$ cat src/rtl/stopwatch_pkg.sv
// Shared types and constants for the stopwatch core: state encoding,
// time-field widths/limits and the packed time record held in the lap buffer.
package stopwatch_pkg;

    typedef enum logic [1:0] {
        ST_STOP  = 2'd0,
        ST_RUN   = 2'd1,
        ST_CLEAR = 2'd2
    } sw_state_e;

    localparam int MSEC_W = 7;
    localparam int SEC_W  = 6;
    localparam int MIN_W  = 6;
    localparam int HOUR_W = 5;

    localparam logic [MSEC_W-1:0] MSEC_MAX = 7'd99;
    localparam logic [SEC_W-1:0]  SEC_MAX  = 6'd59;
    localparam logic [MIN_W-1:0]  MIN_MAX  = 6'd59;

    typedef struct packed {
        logic [HOUR_W-1:0] hour;
        logic [MIN_W-1:0]  min;
        logic [SEC_W-1:0]  sec;
        logic [MSEC_W-1:0] msec;
    } sw_time_t;

    function automatic logic time_is_zero(input sw_time_t t);
        return (t == '0);
    endfunction

endpackage

$ cat src/rtl/stopwatch_tick_gen.sv
// Tick divider: counts clock cycles while enabled and pulses on the terminal
// count. Held at zero when disabled so no partial interval survives a stop.
module stopwatch_tick_gen #(
    parameter int CLK_FREQ = 100_000_000,
    parameter int TICK_HZ  = 100
) (
    input  logic clk,
    input  logic rst,
    input  logic en,
    output logic tick
);
    localparam int DIV   = CLK_FREQ / TICK_HZ;
    localparam int CNT_W = (DIV > 1) ? $clog2(DIV) : 1;
    localparam logic [CNT_W-1:0] TERM = CNT_W'(DIV - 1);

    logic [CNT_W-1:0] cnt_q, cnt_d;

    always_comb begin
        cnt_d = '0;
        tick  = 1'b0;
        if (en) begin
            if (cnt_q == TERM) tick = 1'b1;
            else               cnt_d = cnt_q + CNT_W'(1);
        end
    end

    always_ff @(posedge clk or negedge rst) begin
        if (!rst) cnt_q <= '0;
        else      cnt_q <= cnt_d;
    end

endmodule

$ cat src/rtl/stopwatch_lap_core.sv
// Stopwatch / count-down timer with a ring-buffer of lap captures and recall.
// Displayed time is the live counter or, while recalling, the selected lap.
module stopwatch_lap_core
    import stopwatch_pkg::*;
#(
    parameter int CLK_FREQ  = 100_000_000,
    parameter int TICK_HZ   = 100,
    parameter int LAP_DEPTH = 4,
    parameter int HOUR_MAX  = 24
) (
    input  logic                           clk,
    input  logic                           rst,
    input  logic                           i_run,
    input  logic                           i_clear,
    input  logic                           i_lap,
    input  logic                           i_recall,
    input  logic                           i_dir,
    output logic [MSEC_W-1:0]              o_msec,
    output logic [SEC_W-1:0]               o_sec,
    output logic [MIN_W-1:0]               o_min,
    output logic [HOUR_W-1:0]              o_hour,
    output logic [1:0]                     o_state,
    output logic [$clog2(LAP_DEPTH+1)-1:0] o_lap_cnt,
    output logic                           o_lap_view,
    output logic                           o_done
);
    localparam int CNT_W = $clog2(LAP_DEPTH + 1);
    localparam int PTR_W = (LAP_DEPTH > 1) ? $clog2(LAP_DEPTH) : 1;
    localparam logic [CNT_W-1:0]  LAP_FULL  = CNT_W'(LAP_DEPTH);
    localparam logic [PTR_W-1:0]  PTR_LAST  = PTR_W'(LAP_DEPTH - 1);
    localparam logic [HOUR_W-1:0] HOUR_LAST = HOUR_W'(HOUR_MAX - 1);

    sw_state_e         state_q, state_d;
    sw_time_t          time_q, time_d;
    logic              dir_q, dir_d;
    logic              done_q, done_d;
    sw_time_t          lap_buf_q [LAP_DEPTH];
    sw_time_t          lap_buf_d [LAP_DEPTH];
    logic [PTR_W-1:0]  wr_ptr_q, wr_ptr_d;
    logic [CNT_W-1:0]  lap_cnt_q, lap_cnt_d;
    logic              view_q, view_d;
    logic [PTR_W-1:0]  view_idx_q, view_idx_d;
    logic              tick;

    stopwatch_tick_gen #(
        .CLK_FREQ (CLK_FREQ),
        .TICK_HZ  (TICK_HZ)
    ) u_tick (
        .clk  (clk),
        .rst  (rst),
        .en   (state_q == ST_RUN),
        .tick (tick)
    );

    function automatic sw_time_t time_inc(input sw_time_t t);
        sw_time_t r = t;
        if (t.msec != MSEC_MAX) r.msec = t.msec + 7'd1;
        else begin
            r.msec = '0;
            if (t.sec != SEC_MAX) r.sec = t.sec + 6'd1;
            else begin
                r.sec = '0;
                if (t.min != MIN_MAX) r.min = t.min + 6'd1;
                else begin
                    r.min  = '0;
                    r.hour = (t.hour == HOUR_LAST) ? '0 : t.hour + 5'd1;
                end
            end
        end
        return r;
    endfunction

    // Only called on a non-zero time, so the hour borrow cannot underflow.
    function automatic sw_time_t time_dec(input sw_time_t t);
        sw_time_t r = t;
        if (t.msec != '0) r.msec = t.msec - 7'd1;
        else begin
            r.msec = MSEC_MAX;
            if (t.sec != '0) r.sec = t.sec - 6'd1;
            else begin
                r.sec = SEC_MAX;
                if (t.min != '0) r.min = t.min - 6'd1;
                else begin
                    r.min  = MIN_MAX;
                    r.hour = t.hour - 5'd1;
                end
            end
        end
        return r;
    endfunction

    always_comb begin
        state_d    = state_q;
        time_d     = time_q;
        dir_d      = dir_q;
        done_d     = 1'b0;
        lap_buf_d  = lap_buf_q;
        wr_ptr_d   = wr_ptr_q;
        lap_cnt_d  = lap_cnt_q;
        view_d     = view_q;
        view_idx_d = view_idx_q;
        unique case (state_q)
            ST_STOP: begin
                if (i_clear) begin
                    state_d = ST_CLEAR;
                    view_d  = 1'b0;
                end else if (i_run) begin
                    view_d = 1'b0;
                    if (!(i_dir && time_is_zero(time_q))) begin
                        state_d = ST_RUN;
                        dir_d   = i_dir;
                    end
                end else if (i_recall && lap_cnt_q != '0) begin
                    if (!view_q) begin
                        view_d     = 1'b1;
                        view_idx_d = '0;
                    end else if (CNT_W'(view_idx_q) == lap_cnt_q - CNT_W'(1)) begin
                        view_d = 1'b0;
                    end else begin
                        view_idx_d = view_idx_q + PTR_W'(1);
                    end
                end
            end
            ST_RUN: begin
                // Capture uses the pre-tick time even if a tick lands this edge.
                if (i_lap) begin
                    lap_buf_d[wr_ptr_q] = time_q;
                    wr_ptr_d = (wr_ptr_q == PTR_LAST) ? '0 : wr_ptr_q + PTR_W'(1);
                    if (lap_cnt_q != LAP_FULL) lap_cnt_d = lap_cnt_q + CNT_W'(1);
                end
                if (i_run) state_d = ST_STOP;
                if (tick) begin
                    if (!dir_q) begin
                        time_d = time_inc(time_q);
                    end else if (!time_is_zero(time_q)) begin
                        time_d = time_dec(time_q);
                        if (time_is_zero(time_d)) begin
                            state_d = ST_STOP;
                            done_d  = 1'b1;
                        end
                    end
                end
            end
            ST_CLEAR: begin
                state_d    = ST_STOP;
                time_d     = '0;
                lap_buf_d  = '{default: '0};
                wr_ptr_d   = '0;
                lap_cnt_d  = '0;
                view_d     = 1'b0;
                view_idx_d = '0;
            end
            default: state_d = ST_STOP;
        endcase
    end

    always_ff @(posedge clk or negedge rst) begin
        if (!rst) begin
            state_q    <= ST_STOP;
            time_q     <= '0;
            dir_q      <= 1'b0;
            done_q     <= 1'b0;
            lap_buf_q  <= '{default: '0};
            wr_ptr_q   <= '0;
            lap_cnt_q  <= '0;
            view_q     <= 1'b0;
            view_idx_q <= '0;
        end else begin
            state_q    <= state_d;
            time_q     <= time_d;
            dir_q      <= dir_d;
            done_q     <= done_d;
            lap_buf_q  <= lap_buf_d;
            wr_ptr_q   <= wr_ptr_d;
            lap_cnt_q  <= lap_cnt_d;
            view_q     <= view_d;
            view_idx_q <= view_idx_d;
        end
    end

    // Newest lap sits just behind the write pointer; view_idx walks backwards.
    logic [PTR_W:0]   rd_sum;
    logic [PTR_W-1:0] rd_ptr;
    sw_time_t         disp;

    always_comb begin
        rd_sum = (PTR_W+1)'(wr_ptr_q) + (PTR_W+1)'(LAP_DEPTH - 1) - (PTR_W+1)'(view_idx_q);
        if (rd_sum >= (PTR_W+1)'(LAP_DEPTH)) rd_sum = rd_sum - (PTR_W+1)'(LAP_DEPTH);
        rd_ptr = rd_sum[PTR_W-1:0];
        disp   = view_q ? lap_buf_q[rd_ptr] : time_q;
    end

    assign o_msec     = disp.msec;
    assign o_sec      = disp.sec;
    assign o_min      = disp.min;
    assign o_hour     = disp.hour;
    assign o_state    = state_q;
    assign o_lap_cnt  = lap_cnt_q;
    assign o_lap_view = view_q;
    assign o_done     = done_q;

endmodule

$ cat config.mk
export PLATFORM = sky130hd
export DESIGN_NAME = stopwatch_lap_core
export DESIGN_NICKNAME = d
export VERILOG_FILES = /design/src/rtl/stopwatch_pkg.sv /design/src/rtl/stopwatch_tick_gen.sv /design/src/rtl/stopwatch_lap_core.sv
export SDC_FILE = /design/constraint.sdc
export NUM_CORES = 1
export LEC_CHECK = 0
export ABC_AREA = 1
export BUFFER_PORTS_ARGS = -buffer_cell sky130_fd_sc_hd__buf_2
export CAP_MARGIN = 20
export CORE_MARGIN = 8
export CORE_UTILIZATION = 62
export CTS_CLUSTER_SIZE = 12
export DETAILED_ROUTE_END_ITERATION = 10
export PLACE_DENSITY = 0.86
export SETUP_SLACK_MARGIN = 0.05
export SYNTH_ARGS = -nofsm -noshare
export SYNTH_HDL_FRONTEND = slang
export SYNTH_SLANG_ARGS = --single-unit
$ cat constraint.sdc
create_clock -name clk -period 3.1 [get_ports clk]
set_input_delay 0.62 -clock clk [delete_from_list [all_inputs] [get_ports clk]]
set_output_delay 0.62 -clock clk [all_outputs]
set_load 0.1 [all_outputs]
# Word level (Yosys, flattened, before mapping)
# Cells that the tools add are included.
# op_classes
bitwise_logic,4
eq_ne,24
magnitude_cmp,4
muxes,71
reduce_logical,22
addsub,16
# ops
operator,n
$pmux W96 S2,1
$mux W24,7
$mux W17,6
$bwmux W96,1
$mux W96,1
$bmux W24 S2,1
$demux W24 S2,1
$logic_not A24 Y1,2
$pmux W24 S2,1
$mux W7,6
$mux W20,2
$mux W2,16
$mux W6,4
$ne A3 B3 Y1 const B,8
$mux W11,2
$add A20 B1 Y20 const B,1
$eq A20 B20 Y1 const B,1
$mux W5,3
$add A6 B1 Y6 const B,2
$mux W1,12
$ne A2 B2 Y1 const B,6
$ne A6 B6 Y1 const B,2
$pmux W2 S2,3
$reduce_bool A6 Y1,2
34 further kinds,50
# word_totals
ff_bits,152
output_inout_bits,31
inputBits,7
elab_cells,169

# Logic depth before layout (Yosys ltp)
# Gate-level depths: netlist of the first run.
# depth
ltp_word,14
ltp_mapped,15
depth_no_buf,15

# Modules after synthesis
# From an unflattened synthesis of the first run, not the netlist that was laid out.
# hier_totals
cells_unflattened,1133
area_unflattened_um2,8811.0
# modules_own_cells
mod,n_inst,area_each_um2,seq_area_each_um2,cells_each
stopwatch_lap_core,1,7678.6,3303.2,986
stopwatch_tick_gen,1,1132.3,500.5,147

# Worst setup path after synthesis of the first run
# Ideal clock, no wire load.
# synth_path
kind,register -> output
startpoint,"reg view_q, in the netlist o_lap_view"
endpoint,out o_hour[4]
setup_slack_ns,-0.815
required_time_ns,2.480
stages_incl_launch_ff,4
path_buffers,2
arrival_ns,3.295
path_cell_list,dfrtp_1 -> clkbuf_1 -> clkbuf_1 -> o21ai_0
# synth_between
elab_chain_cells,1
# synth_lines
item,line,text
"start, declared",stopwatch_lap_core.sv:41,"logic view_q, view_d;"
"start signal, assigned",stopwatch_lap_core.sv:176,view_q <= view_d;
$mux W24,stopwatch_lap_core.sv:190,disp = view_q ? lap_buf_q[rd_ptr] : time_q;
"end, declared",stopwatch_lap_core.sv:21,"output logic [HOUR_W-1:0] o_hour,"
# No other way between the ends.

# Final worst setup path of the first run
# layout_path
startpoint,reg view_idx_q[0]
endpoint,out o_sec[0]
# layout_between
elab_chain_cells,8
word_cells_on_any_way,9
classes_between,2 x add/sub; 1 x order compare; 5 x mux; 1 x bitwise
# layout_lines
item,line,text
"start, declared",stopwatch_lap_core.sv:42,"logic [PTR_W-1:0] view_idx_q, view_idx_d;"
"start signal, assigned",stopwatch_lap_core.sv:177,view_idx_q <= view_idx_d;
$sub A3 B2 Y3 (*),stopwatch_lap_core.sv:187,rd_sum = (PTR_W+1)'(wr_ptr_q) + (PTR_W+1)'(LAP_DEPTH - 1) - (PTR_W+1)'(view_idx_q);
$ge A3 B3 Y1 / $sub A2 B1 Y2 (equally long branches),stopwatch_lap_core.sv:188,if (rd_sum >= (PTR_W+1)'(LAP_DEPTH)) rd_sum = rd_sum - (PTR_W+1)'(LAP_DEPTH);
$mux W2 (*),stopwatch_lap_core.sv:188,
$not A2 Y3 (not written as such) (*),stopwatch_lap_core.sv:190,
$bmux W24 S2 (*),stopwatch_lap_core.sv:190,
$mux W24 (not written as such) (*) (2 in a row),stopwatch_lap_core.sv:190,
$mux W24 (*),stopwatch_lap_core.sv:190,
"end, declared",stopwatch_lap_core.sv:19,"output logic [SEC_W-1:0] o_sec,"
# Mark *: on every way between the ends. The rest lies on a longest branch, timed or not. The select of a mux whose other input is x is not followed.

==> metrics.yaml, run 1 <==
clocking:
  ctsHoldBuffers: 0
  cts.clk_slew.worst_paths_ps: 60
  clock_sinks: 152
  h-tree-depth: 4
  cts_buffers: 17
  clock_latency_ps: 440
  clock_path_buffers: 2
  cts-root-buf: "clkbuf_16"
  cts_tree: "yes"
logic_synthesis:
  synth_edf_count: 0
  postSynthCellCount: 1109
  synth_cell_types: 43
  synth-main-ff-cell: "dfrtp_1"
  synth_warnings: 0
  ys_seq_elements: 152
  ys_async_sr_fraction_pct: 100
  mappedNetlistArea_um2: 8790
  ys_seq_area_share_pct: 43.3
  postSynthAreaPerCell_um2: 7.93
  syn_nets: 1137
timing:
  setup_viol: 0
  final.min_clock_period_ps: 3060
  worst_pin_slew_ps: 817
  setup_ws_ps: 38.6
  timing.final.crit_share_pct: 98.8
  final_hold_viol_count: 0
  drv_slew: 0
  rsz0062_at_grt: "yes"
  max_slew_margin_pct: 45.5
  setup_tns_ps: 0
  fmax_ghz: 0.327
  skew_ps: 8.17
worst_setup_path:
  crit_path_end_kind: "output pin"
  cp.arrival_ps: 2440
  critical_path_class: "flop to output pin"
  cp-start-kind: "flop"
  required_ps: 2480
  path_max_fanout: 4
pwr:
  intPower_w: 0.00584
  p_seq_share_pct: 21.5
  power_switching_w: 0.00596
  p_sw_share_pct: 50.5
  p_per_area_nw_per_um2: 1130
  peakVddDrop_uv: 1120
  p_comb_share_pct: 59.0
  pwr-share-clk_pct: 19.5
  p_leak_nw: 4.50
route:
  wl_per_cell_um: 19.2
  drt-initial-drc-count: 1381
  via_per_inst: 6.42
  drc: 0
  wl_um: 25700
  via_count: 8591
  antenna_left: 0
  dr.pass1.iters: 6
floorplan:
  initial_core_util_pct: 63.3
  row_count: 43
  die_y_um: 135
  ios: 38
  fp.dieW_um: 135
  core_region_area_um2: 13900
  dieArea_um2: 18200
global_route:
  grt_max_degree: 64
  antenna_found_initial: 0
  track_usage_pct: 28.3
  grt_pass1_vias: 8435
  grt_pass1_wl_um: 41500
  grt_remaining_overflow: 0
finish:
  nets: 1173
  most-common-layout-cells: "nand2_1 (171), inv_1 (168), dfrtp_1 (150), o22ai_1 (102), nor2_1 (74)"
  antenna_cells: 0
  syn_to_final_growth_pct: 18.5
  drive_above_1_share_pct: 15.1
  final_common_cell: "nand2_1"
place:
  portBuffers: 37
  routabilityCongestion: 0.995
  dpl.hpwl_um: 16300
  pre_cts_ws_ps: 236
job:
  drv_cap: 0
run_status:
  outcome: "complete, no violations"
min_path:
  min_path_type: "input pin to async pin"
state kept, by name, summed over array words and instances, names as in the netlist:
| signal | count |
|---|---|
| lap_buf_q | 96 |
| o_lap_cnt | 3 |
| view_idx_q | 2 |
| o_done | 1 |
| o_state | 2 |
| o_lap_view | 1 |
| wr_ptr_q | 2 |
| u_tick.cnt_q | 20 |
| time_q | 24 |
| dir_q | 1 |
synth_stat cells, types with 2 or more instances:
cell,number,area [µm²]
clkbuf_1,37,139
nand2_1,171,642
nor2_8,2,40.0
clkinv_1,7,26.3
o22ai_1,102,638
nor3_1,16,80.1
nor4_1,4,25.0
ha_1,21,263
nand4_1,14,87.6
dfrtp_1,152,3800
a22oi_1,6,45.0
nor2_1,74,278
a21oi_1,27,135
xor2_1,15,131
o21ai_0,79,395
nor2_2,4,25.0
o21ai_1,10,50.1
o32ai_1,2,17.5
nand3_1,70,350
buf_2,15,75.1
xnor2_1,8,70.1
nor4_2,2,25.0
o21ai_2,14,123
a32oi_1,2,17.5
inv_1,169,634
nor2_4,3,33.8
buf_6,2,22.5
o211ai_1,49,368
nand2_4,5,56.3
nand3_2,7,70.1
inv_2,8,30.0
cells by family after synthesis:
| group | count (synthesis) | synth area share, % |
|---|---|---|
| simple gates | 377 | 19.9 |
| compound gates | 296 | 20.9 |
| buf+inv | 239 | 10.6 |
| flops | 152 | 43.3 |
| xor+xnor | 23 | 2.29 |
| fa+ha+maj | 21 | 2.99 |
| mux | 1 | 0.114 |
metrics by stage:
step	util (%)	std cells	cell area (µm²)	power [W]	hold slack (ps)
2_1_floorplan	-	1109	8820	0.00686	324
4_1_cts	74.3	1335	10300	0.0114	139
3_5_place_dp	69.1	1298	9590	0.00885	452
5_1_grt	75.1	1338	10400	0.0123	160
3_3_place_gp	69.1	1298	9590	0.00872	443
6_report	75.1	1338	10400	0.0118	125
metal layers:
metal / global-route usage, % / vias to the layer above / share of wire (%)
li1: - / 3833 / -
met1: 35.6 / 3985 / 39
met2: 43.8 / 631 / 46
met3: 7.62 / 142 / 10
met4: 14.7 / 0 / 4.5
met5: 0 / - / 0
power by group through the flow:
stage               combinational [W]  sequential, W  clock [W]
floorplan                     0.00425        0.00261          0
global placement              0.00619        0.00252          0
detailed placement            0.00631        0.00254          0
CTS                           0.00656        0.00251    0.00231
global route                  0.00733        0.00255    0.00239
finish                        0.00696        0.00253    0.00230
cell type report:
| type | instances | area [µm²] |
|---|---|---|
| multi-input cells | 718 | 4170 |
| flip-flops and latches | 152 | 3810 |
| fillers | 964 | 3460 |
| repair buffers | 72 | 885 |
| inverters | 184 | 691 |
| clock buffers | 17 | 425 |
| well taps | 180 | 225 |
| clock inverters | 15 | 223 |
path summary, 6_finish.rpt:
check                                                from                        end  slack [ps]  cells past startpoint
worst min-delay path                                  rst  lap_buf_q[24]$_DFFE_PN0P_         120                      1
worst max-delay path            view_idx_q[0]$_DFFE_PN0P_                   o_sec[0]          40                      9
min in group clk                u_tick.cnt_q[0]$_DFF_PN0_  u_tick.cnt_q[0]$_DFF_PN0_         460                      1
worst min register to register  u_tick.cnt_q[0]$_DFF_PN0_  u_tick.cnt_q[0]$_DFF_PN0_         460                      1
worst max register to register     o_state[0]$_DFFE_PN0P_  lap_buf_q[87]$_DFFE_PN0P_         440                      6
max in group asynchronous                             rst  lap_buf_q[41]$_DFFE_PN0P_        2270                      2
worst max-delay path, stage by stage (launching register included):
cell      delay [ps]
dfrtp_1          380
inv_2             80
ha_4             180
xnor2_4          210
xor2_4           220
buf_6            180
buf_4            130
o211ai_1         100
o21ai_1          290
buf_12           230
what timing repair did:
action,CTS,global route
pin swaps,2,3
gates cloned,0,2
resized for setup,9,12
setup endpoints to repair,24,18
setup buffers,5,1
Note: power is estimated with default switching activity, not from simulation.
==> run 2: changes to the inputs <==
--- a/config.mk
+++ b/config.mk
@@ -13,6 +13,7 @@
 export CTS_CLUSTER_SIZE = 12
 export DETAILED_ROUTE_END_ITERATION = 10
 export PLACE_DENSITY = 0.86
+export RECOVER_POWER = 50
 export SETUP_SLACK_MARGIN = 0.05
 export SYNTH_ARGS = -nofsm -noshare
 export SYNTH_HDL_FRONTEND = slang
==> run 2 against run 1 <==
The run now ends with capacitance limit, slew limit left. Final area down 0.20%. Sequential power about the same. Worst hold slack improved by 330 ps. Wire length shrank 0.44%. Global-route usage unchanged. Combinational power about the same. Clock power hardly changed. Sequential cell count unchanged. Clock skew is 0.51 ps higher. Core utilization is 0.15 points lower. Critical path depth is the same. Register-to-register slack better by 30 ps. Largest power group unchanged. Highest routed layer unchanged.
==> metrics.yaml, run 2 (synthesis results as in run 1) <==
worst_setup_path:
  path_max_fanout: 4
  slowest_stage: "dfrtp_1"
  rrSetupSlack_ps: 470
  path_delay_family: "buffers and inverters"
  worst-path-buf-inv: 4
  critical_path_class: "flop to output pin"
  crit_chain: "inv_2, ha_4, xnor2_4, xor2_4, buf_6, buf_4, o211ai_1, o21ai_1, buf_12"
  cp.arrival_ps: 2440
  rr_endpoint: "lap_buf_q[85]$_DFFE_PN0P_"
  required_ps: 2480
  cp-start-kind: "flop"
  reg2regPathDepth: 6
  max_stage_delay_ps: 380
  r2r_start: "o_state[0]$_DFFE_PN0P_"
  crit_path_end_kind: "output pin"
global_route:
  track_usage_pct: 28.3
  grt_pass1_wl_um: 41500
  grt_max_degree: 64
  antenna_found_initial: 0
  grt_pass1_vias: 8435
  grt_remaining_overflow: 0
timing:
  drv_slew: 53
  final_hold_viol_count: 0
  setup_viol: 0
  skew_ps: 8.68
  fmax_ghz: 0.327
  max_slew_margin_pct: -55.7
  worst_pin_slew_ps: 2340
  final.min_clock_period_ps: 3060
  timing.final.crit_share_pct: 98.6
  rsz0062_at_grt: "yes"
place:
  routabilityCongestion: 0.995
  dp.cells: 1298
  dpl.hpwl_um: 16300
  portBuffers: 37
finish:
  largest_reg_flops: 96
  final_cells: 1338
  antenna_cells: 0
  top_register: "lap_buf_q"
  final_common_cell: "nand2_1"
  nets: 1173
  fin_util_pct: 74.9
  drive_above_1_share_pct: 14.8
  largestRegisters: "lap_buf_q (96), time_q (24), u_tick.cnt_q (20)"
  syn_to_final_growth_pct: 18.3
  most-common-layout-cells: "nand2_1 (171), inv_1 (169), dfrtp_1 (150), o22ai_1 (102), nor2_1 (74)"
clocking:
  cts_tree: "yes"
  clock_sinks: 152
  cts-root-buf: "clkbuf_16"
  clock_latency_ps: 440
  cts.clk_slew.worst_paths_ps: 60
  clock_path_buffers: 2
  cts_buffers: 17
  ctsHoldBuffers: 0
  h-tree-depth: 4
floorplan:
  core_region_area_um2: 13900
  initial_core_util_pct: 63.3
  row_count: 43
  fp.dieW_um: 135
  dieArea_um2: 18200
  die_y_um: 135
  ios: 38
route:
  wl_um: 25600
  wl_per_cell_um: 19.2
  via_count: 8557
  drt-initial-drc-count: 1372
  via_per_inst: 6.40
  antenna_left: 0
  drc: 0
  dr.pass1.iters: 6
run_status:
  outcome: "complete, but fails checks"
  violations: "capacitance limit, slew limit"
pwr:
  p_per_area_nw_per_um2: 1130
  p_leak_nw: 4.49
  finalPower_w: 0.0118
  peakVddDrop_uv: 1060
min_path:
  min_from: "u_tick.cnt_q[0]$_DFF_PN0_"
  min_path_type: "flop to flop"
  whs_endpoint: "u_tick.cnt_q[0]$_DFF_PN0_"
  hold_depth: 1
job:
  drv_cap: 1
## run 2: cell count changes in the layout (fill, tap and decap cells not counted), sizes merged
cell | previous run | this run
clkbuf | 23 | 26
buf | 66 | 62
clkdlybuf4s15 | 0 | 1
## run 2: final cells by class
class / count / area, µm²
Multi-Input combinational cell: 718 / 4160
Sequential cell: 152 / 3810
Fill cell: 968 / 3480
Timing Repair Buffer: 72 / 868
Inverter: 184 / 691
Clock buffer: 17 / 425
Tap cell: 180 / 225
Clock inverter: 15 / 223
## run 2: timing repair
| action | in CTS | in global routing |
|---|---|---|
| hold endpoints to repair | 0 | 0 |
| resized for setup | 9 | 12 |
| cloned | 0 | 2 |
| pin swaps | 2 | 3 |
| setup endpoints to repair | 24 | 18 |
| setup buffers | 5 | 1 |
## run 2: stage by stage
step	setup TNS (ps)	hold slack, ps	setup slack (ps)	area [µm²]
6_report	0	457	44.0	10400
5_1_grt	-55.2	492	-25.9	10400
4_1_cts	0	139	56.7	10300
3_5_place_dp	0	452	236	9590
3_3_place_gp	0	443	273	9590
2_1_floorplan	-1810	324	-132	8820
## run 2: how the worst max path moves through the flow
stage	startpoint	depth (start not counted)	to	slack (ps)
after floorplan	view_idx_q[0]$_DFFE_PN0P_	9	o_min[5]	-130
after global placement	view_idx_q[0]$_DFFE_PN0P_	9	o_sec[0]	270
after detailed placement	view_idx_q[0]$_DFFE_PN0P_	9	o_sec[0]	240
final	view_idx_q[0]$_DFFE_PN0P_	9	o_sec[0]	40
after global routing	view_idx_q[0]$_DFFE_PN0P_	10	o_min[1]	-30
after CTS	wr_ptr_q[0]$_DFFE_PN0P_	9	o_sec[1]	60
## run 2: worst reg2reg max path, cell delays in order, from the launching register on
cell and delay, ps:
dfrtp_1 400, inv_1 110, ha_1 350, clkinv_1 550, a21oi_2 600, buf_4 360, o22ai_1 130
## run 2: layer usage
metal | share of wire [%] | track usage, %
met5 | 0 | 0
met4 | 4.4 | 14.7
met3 | 11 | 7.62
met2 | 46 | 43.8
met1 | 38 | 35.6
## run 2: where the power goes
| part | switching [W] | internal (W) |
|---|---|---|
| registers | 0.000343 | 0.00219 |
| clock network | 0.000874 | 0.00143 |
| logic | 0.00474 | 0.00221 |
==> run 3: changes to the inputs <==
--- a/config.mk
+++ b/config.mk
@@ -8,8 +8,10 @@
 export ABC_AREA = 1
 export BUFFER_PORTS_ARGS = -buffer_cell sky130_fd_sc_hd__buf_2
 export CAP_MARGIN = 20
+export CELL_PAD_IN_SITES_DETAIL_PLACEMENT = 0
+export CELL_PAD_IN_SITES_GLOBAL_PLACEMENT = 1
 export CORE_MARGIN = 8
-export CORE_UTILIZATION = 62
+export CORE_UTILIZATION = 47
 export CTS_CLUSTER_SIZE = 12
 export DETAILED_ROUTE_END_ITERATION = 10
 export PLACE_DENSITY = 0.86
==> constraint.sdc (replaced) <==
create_clock -name clk -period 3.1 [get_ports clk]
set_input_delay 0.465 -clock clk [delete_from_list [all_inputs] [get_ports clk]]
set_output_delay 0.465 -clock clk [all_outputs]
set_load 0.1 [all_outputs]
==> run 3 against run 2 <==
The run still ends with capacitance limit, slew limit left. Power is 3.6% lower. Worst hold slack worse by 130 ps. First-iteration DRC count is 47% lower. Sequential power is 2% lower. Core utilization is 19 points lower. Die area is 28% higher. Combinational power is 5.8% lower. Via count is 6.9% lower. Final area is 0.75% lower. Worst setup slack better by 150 ps. Wire length is 1.9% lower. Largest cell class unchanged.
==> metrics.yaml, run 3 (synthesis results as in run 1) <==
run_status:
  violations: "capacitance limit, slew limit"
  outcome: "complete, but fails checks"
job:
  drv_cap: 1
finish:
  syn_to_final_growth_pct: 17.4
  largest_reg_flops: 96
  most-common-layout-cells: "nand2_1 (171), inv_1 (169), dfrtp_1 (151), o22ai_1 (102), o21ai_0 (76)"
  final_common_cell: "nand2_1"
  antenna_cells: 0
  nets: 1163
  post-route-cell-area_um2: 10300
  top_register: "lap_buf_q"
  final_cells: 1382
  largestRegisters: "lap_buf_q (96), time_q (24), u_tick.cnt_q (20)"
  drive_above_1_share_pct: 12.5
floorplan:
  initial_core_util_pct: 47.5
  row_count: 50
  core_region_area_um2: 18500
  die_y_um: 153
  dieArea_um2: 23300
  fp.dieW_um: 153
  ios: 38
clocking:
  clock_path_buffers: 2
  cts_buffers: 17
  cts.clk_slew.worst_paths_ps: 60
  clock_sinks: 152
  cts_tree: "yes"
  cts_setup_buffers: 0
  h-tree-depth: 4
  cts-root-buf: "clkbuf_16"
  ctsHoldBuffers: 0
  clock_latency_ps: 430
global_route:
  antenna_found_initial: 0
  track_usage_pct: 22.2
  grt_max_degree: 66
  grt_remaining_overflow: 0
  grt_pass1_wl_um: 42000
  grt_pass1_vias: 7906
route:
  via_per_inst: 5.77
  antenna_left: 0
  via_count: 7969
  wl_per_cell_um: 18.2
  drc: 0
  drt-initial-drc-count: 722
  wl_um: 25100
  dr.pass1.iters: 6
worst_setup_path:
  r2r_start: "time_q[0]$_DFFE_PN0P_"
  crit_path_end_kind: "output pin"
  cp-start-kind: "flop"
  cp.arrival_ps: 2440
  rr_endpoint: "o_state[0]$_DFFE_PN0P_"
  reg2regPathDepth: 13
  rrSetupSlack_ps: 620
  critical_path_class: "flop to output pin"
  max_stage_delay_ps: 380
  slowest_stage: "dfrtp_1"
  worst-path-buf-inv: 3
  crit_chain: "inv_1, ha_2, xnor2_2, xor2_4, buf_12, o211ai_1, o211ai_1, o21ai_0, buf_12"
  path_delay_family: "buffers and inverters"
  required_ps: 2630
  path_max_fanout: 32
timing:
  max_slew_margin_pct: -8.92
  skew_ps: 8.66
  final.min_clock_period_ps: 2900
  timing.final.crit_share_pct: 93.6
  final_hold_viol_count: 0
  drv_slew: 66
  fmax_ghz: 0.345
  rsz0062_at_grt: "yes"
  setup_tns_ps: 0
  setup_viol: 0
  worst_pin_slew_ps: 1630
  fin_hold_ws_ps: 328
place:
  dpl.hpwl_um: 16900
  place_area_um2: 9680
  portBuffers: 37
  dp.cells: 1350
  routabilityCongestion: 0.918
pwr:
  p_leak_nw: 4.38
  p_per_area_nw_per_um2: 1100
  peakVddDrop_uv: 738
  finalPower_w: 0.0114
min_path:
  min_path_type: "input pin to flop"
  hold_depth: 3
  min_from: "i_dir"
  whs_endpoint: "dir_q$_DFFE_PN0P_"
-- run 3: cell count changes in the layout (fill, tap and decap cells not counted), sizes merged --
cell / change
buf: -8
clkinv: -5
clkbuf: +4
clkdlybuf4s15: -1
clkinvlp: +1
inv: -1
-- run 3: tightest hold or removal path, cell delays in order --
cell and delay, ps:
buf_2 100, nand4_1 80, o21ai_0 70
-- run 3: worst max-delay path by stage --
stage                                   start        end  slack (ps)  depth (start not counted)
floorplan              o_lap_view$_DFFE_PN0P_  o_hour[4]        -660                          3
global placement    view_idx_q[0]$_DFFE_PN0P_  o_hour[1]         530                          8
CTS                 view_idx_q[0]$_DFFE_PN0P_  o_msec[5]         100                          9
finish              view_idx_q[0]$_DFFE_PN0P_  o_msec[5]         200                          9
detailed placement  view_idx_q[0]$_DFFE_PN0P_   o_sec[3]         490                          8
global route        view_idx_q[0]$_DFFE_PN0P_   o_min[1]          40                          8
-- run 3: power breakdown --
part	switching, W	internal, W
logic	0.00462	0.00193
clock network	0.000846	0.00150
registers	0.000278	0.00219
-- run 3: through the flow --
step | util [%] | setup WS (ps)
after CTS | 55.9 | 100
after global placement | 52.3 | 530
after global routing | 55.8 | 44.5
after floorplan | - | -660
after detailed placement | 52.3 | 494
final | 55.8 | 199
-- run 3: what timing repair did --
action	4_1_cts	5_1_grt
pin swaps	0	0
resized for setup	1	3
endpoints found under the setup margin	8	19
-- run 3: cell type report --
cell class              instances  area [µm²]
well taps                     234         293
fillers                      1707        8190
repair buffers                 62         768
clock inverters                10         189
inverters                     184         691
flip-flops and latches        152        3800
clock buffers                  22         474
multi-input cells             718        4100
-- run 3: layer usage --
metal	GRT usage [%]	share of wire [%]
met1	29.5	45
met2	36.1	47
met3	4.51	6.3
met4	6.41	1.6
met5	0	0
